<file path="src/rtl/addsub_result_stage.sv">
// Registered result stage for the 32-bit adder-subtractor: NZCV flags, 2-entry skid buffer, overflow counter.
// Optional signed saturation of overflowed results is enabled by defining ADDSUB_SAT_EN.
module addsub_result_stage #(
  parameter int WIDTH = 32,
  parameter int CNT_W = 8
) (
  input  logic             clk,
  input  logic             areset_n,
  input  logic             in_valid,
  output logic             in_ready,
  input  logic [WIDTH-1:0] a,
  input  logic [WIDTH-1:0] b,
  input  logic             sub,
  input  logic [WIDTH-1:0] sum,
  output logic             out_valid,
  input  logic             out_ready,
  output logic [WIDTH-1:0] out_result,
  output logic [3:0]       out_flags,
  output logic [CNT_W-1:0] ovf_cnt
);

  typedef enum logic [1:0] {
    OCC_EMPTY = 2'd0,
    OCC_ONE   = 2'd1,
    OCC_FULL  = 2'd2
  } occ_t;

  occ_t             occ, occ_nxt;
  logic             push, pop;
  logic             wr_ptr, rd_ptr;
  logic [WIDTH-1:0] slot_res [2];
  logic [3:0]       slot_flg [2];

  logic [WIDTH-1:0] result;
  logic             flag_n, flag_z, flag_c, flag_v;

  // Handshake outputs depend only on registered occupancy.
  assign in_ready  = (occ != OCC_FULL);
  assign out_valid = (occ != OCC_EMPTY);
  assign push      = in_valid & in_ready;
  assign pop       = out_valid & out_ready;

  always_comb begin
    occ_nxt = occ;
    case (occ)
      OCC_EMPTY: if (push) occ_nxt = OCC_ONE;
      OCC_ONE: begin
        if (push && !pop)      occ_nxt = OCC_FULL;
        else if (!push && pop) occ_nxt = OCC_EMPTY;
      end
      OCC_FULL:  if (pop) occ_nxt = OCC_ONE;
      default:   occ_nxt = OCC_EMPTY;
    endcase
  end

  always_comb begin
    flag_c = sub ? (a >= b) : (sum < a);
    flag_v = sub ? ((a[WIDTH-1] != b[WIDTH-1]) && (sum[WIDTH-1] != a[WIDTH-1]))
                 : ((a[WIDTH-1] == b[WIDTH-1]) && (sum[WIDTH-1] != a[WIDTH-1]));
`ifdef ADDSUB_SAT_EN
    if (flag_v)
      result = a[WIDTH-1] ? {1'b1, {(WIDTH-1){1'b0}}} : {1'b0, {(WIDTH-1){1'b1}}};
    else
      result = sum;
`else
    result = sum;
`endif
    flag_n = result[WIDTH-1];
    flag_z = (result == '0);
  end

  always_ff @(posedge clk or negedge areset_n) begin
    if (!areset_n) begin
      occ     <= OCC_EMPTY;
      wr_ptr  <= 1'b0;
      rd_ptr  <= 1'b0;
      ovf_cnt <= '0;
      for (int unsigned i = 0; i < 2; i++) begin
        slot_res[i] <= '0;
        slot_flg[i] <= '0;
      end
    end else begin
      occ <= occ_nxt;
      if (push) begin
        slot_res[wr_ptr] <= result;
        slot_flg[wr_ptr] <= {flag_n, flag_z, flag_c, flag_v};
        wr_ptr           <= ~wr_ptr;
        if (flag_v && (ovf_cnt != '1))
          ovf_cnt <= ovf_cnt + {{(CNT_W-1){1'b0}}, 1'b1};
      end
      if (pop)
        rd_ptr <= ~rd_ptr;
    end
  end

  assign out_result = slot_res[rd_ptr];
  assign out_flags  = slot_flg[rd_ptr];

endmodule

</file>
<file path="config.mk">
export PLATFORM = sky130hd
export DESIGN_NAME = addsub_result_stage
export DESIGN_NICKNAME = d
export VERILOG_FILES = /design/src/rtl/addsub_result_stage.sv
export SDC_FILE = /design/constraint.sdc
export NUM_CORES = 1
export LEC_CHECK = 0
export ABC_AREA = 0
export CAP_MARGIN = 10
export CELL_PAD_IN_SITES_DETAIL_PLACEMENT = 2
export CELL_PAD_IN_SITES_GLOBAL_PLACEMENT = 2
export CORE_MARGIN = 3
export CORE_UTILIZATION = 31
export DETAILED_ROUTE_END_ITERATION = 8
export PLACE_DENSITY = 0.84
export SLEW_MARGIN = 10
export SYNTH_ARGS = -nofsm -noshare
export SYNTH_HDL_FRONTEND = slang
export SYNTH_SLANG_ARGS = --single-unit
</file>
<file path="constraint.sdc">
create_clock -name clk -period 1.8 [get_ports clk]
set_input_delay 0.27 -clock clk [delete_from_list [all_inputs] [get_ports clk]]
set_output_delay 0.27 -clock clk [all_outputs]
set_load 0.05 [all_outputs]
</file>
==> impl_metrics.yaml <==
cells_and_area:
  layout_common_cells: "mux2_2, buf_4, dfrtp_1"
  drive_gt1_share_pct: 54.1
  final_cells: 932
  nNetsFinal: 872
  fin_util_pct: 52.2
  syn_to_final_growth_pct: 63.9
  multi_input_comb_area_sq_mm: 0.00369
  ff_latch_area_sq_mm: 0.00206
  final_common_cell: "mux2_2"
  nFillCells: 1629
power_and_ir_drop:
  power_density_mw_per_mm2: 1530
  power_mw: 13.3
  peakVddDrop_uv: 927
  p_leak_nw: 4.09
critical_path:
  path_cells: "clkdlybuf4s15_1 -> ha_4 -> nand4_1 -> buf_4 -> nor2_1 -> a221oi_2 -> o211ai_1 -> a2bb2oi_2 -> o21ai_2"
  end_kind: "register"
  path_class: "input port to register"
  crit_arrival_ns: 2.09
  cp_top_family: "compound AO/OA/AOI/OAI gates"
  slowest_stage: "a2bb2oi_2"
  required_ns: 2.02
  critPathMaxStageDelay_ns: 0.28
  cp_num_buf_inv: 2
  crit_path_start_kind: "input port"
  path_max_fanout: 2
route:
  drc: 0
  first_pass_iters: 4
  viasPerCell: 5.05
  wire_per_inst_um: 23.9
  wirelength_mm: 22.3
  detail-route-antenna-nets: 0
  num_vias: 4707
  drtIter0Drc: 95
logic_synthesis:
  synth_cell_types: 50
  synthesis.nets: 641
  synth_top_area_cell: "dfrtp_1"
  yosysSeqAreaShare_pct: 38.6
  netlist.area_leader.share_pct: 38.6
  synth_area_leaders: "dfrtp_1, mux2_2, ha_1, inv_1, a21oi_1"
  postSynthCellCount: 475
  syn_area_per_cell_sq_um: 11.2
  synth-seq-cells: 82
  yosysWarnings: 0
  synthesis.area_sq_mm: 0.00532
floorplan:
  die_area_sq_mm: 0.0188
  start_util_pct: 31.8
  rows: 47
  die_h_um: 137
  core_area_sq_mm: 0.0167
  die_x_um: 137
  io_pins: 147
sta:
  timing.final.ws_setup_ns: -0.0705
  fmax_mhz: 535
  rsz0062_at_grt: "true"
  finalSetupViolCount: 19
  fin_skew_ns: 0.00971
  fin_crit_ns: 1.87
  worstMarginPinSlew_ns: 0.571
  finalSetupTns_ns: -0.597
  relSlewSlack_pct: 61.9
  hold_viol: 0
  min_period_over_period_pct: 104
  slew_viol_final: 0
flow_run:
  maxCapViolations: 0
clock_tree:
  clk_pin_slew_worst_paths_ns: 0.07
  cts_tree: "done"
  cts_sinks: 82
  cts_buffer_depth: 2
  cts_root_buf: "clkbuf_16"
  h-tree-depth: 3
  cts_buffers: 9
  insertion_delay_ns: 0.34
status:
  outcome: "complete, but fails checks"
  violations: "negative setup slack"
global_routing:
  grt_pass1_vias: 5547
  antenna_found_initial: 1
  globalRouteOverflowTotal: 0
  grt_use_total_pct: 22.0
  grt_max_degree: 44
  grt_pass1_wl_mm: 31.2
placement:
  gp_congestion: 0.827
  portBuffers: 146
  dp_hpwl_mm: 14.5
  dp.cells: 899
min_path:
  hold_path_class: "input port to register"
==> kinds of logic (layout without fill, tap and decap cells) <==
kind of cell    count (synthesis)  in the layout  synth area share [%]
mux                           105            105                  22.3
buf+inv                        79            315                  6.05
other cells                     0              1                     0
xor+xnor                        9              9                  1.48
fa+ha+maj                      65             65                  15.3
compound gates                 60             60                  7.46
flops                          82             82                  38.6
simple gates                   75             75                  8.85
==> worst reg2reg max path, cell delays in order, from the launching register on <==
cell,delay [ns]
dfrtp_1,0.39
nand2b_1,0.28
buf_4,0.20
o2111a_2,0.29
nand2_2,0.10
nor3_2,0.13
xor2_1,0.17
==> stage by stage <==
step | hold WS [ns] | setup slack (ns) | instance area [sq um]
3_3_place_gp | 0.273 | -0.712 | 7470
5_1_grt | 0.257 | -0.129 | 8720
6_report | 0.250 | -0.0705 | 8720
2_1_floorplan | -0.0256 | 0.0372 | 5320
4_1_cts | 0.425 | -0.0436 | 8390
3_5_place_dp | 0.296 | -0.847 | 7470
==> final cells by class <==
class                      count  area share (%)
multi-input combinational    314            42.4
timing repair buffer         232            24.7
sequential                    82            23.6
tap                          220            3.16
clock buffer                  12            2.94
inverter                      67            2.89
clock inverter                 4           0.301
antenna                        1          0.0287
==> synth_stat cells, drive strengths merged <==
cell / number
mux2: 104
dfrtp: 82
inv: 67
ha: 65
nand2: 16
o21ai: 16
a21oi: 14
nor2: 14
buf: 12
nand4: 12
nor4: 10
a211oi: 9
nand3: 7
xnor2: 6
a21o: 4
and3: 4
nand2b: 4
nor3: 4
a32oi: 3
o211ai: 3
xor2: 3
a2111oi: 2
o211a: 2
or2: 2
a211o: 1
a221o: 1
a221oi: 1
a2bb2oi: 1
and4: 1
mux2i: 1
nand4bb: 1
o2111a: 1
o21a: 1
o22ai: 1
==> power by group <==
group	internal, mW	leakage, nW	total, mW	switching, mW
clock network	1.01	0.139	1.79	0.781
registers	2.73	0.972	3.34	0.610
logic	3.54	2.98	8.18	4.64
==> timing repair <==
action	4_1_cts	5_1_grt
gates resized for setup	172	125
pin swaps	45	43
endpoints found under the setup margin	47	34
hold buffers	1	0
endpoints found under the hold margin	39	0
gates cloned	2	0
setup buffers	7	6
==> final timing paths <==
check                      depth (start not counted)  slack [ns]            to         start
setup / recovery                                   9       -0.07   slot_flg[5]         a[24]
hold / removal                                     2        0.25  slot_res[30]       sum[30]
setup reg to reg                                   6        0.16    ovf_cnt[6]        occ[0]
hold reg to reg                                    1        0.50  slot_res[30]  slot_res[30]
max in group asynchronous                          3        0.63  slot_res[56]      areset_n
min in group asynchronous                          2        0.49  slot_res[57]      areset_n
==> registers in the layout (all words and copies together) (netlist names) <==
signal    count
slot_res     64
ovf_cnt       8
slot_flg      6
occ           2
rd_ptr        1
wr_ptr        1
==> routing by layer <==
layer / track usage [%] / wire [um] / vias to the layer above
li1: - / - / 2156
met5: 0 / 0 / -
met2: 41.7 / 12600 / 115
met3: 3.35 / 785 / 31
met4: 6.93 / 451 / 0
met1: 25.0 / 8470 / 2405
Note: power is estimated with default switching activity, not from simulation.
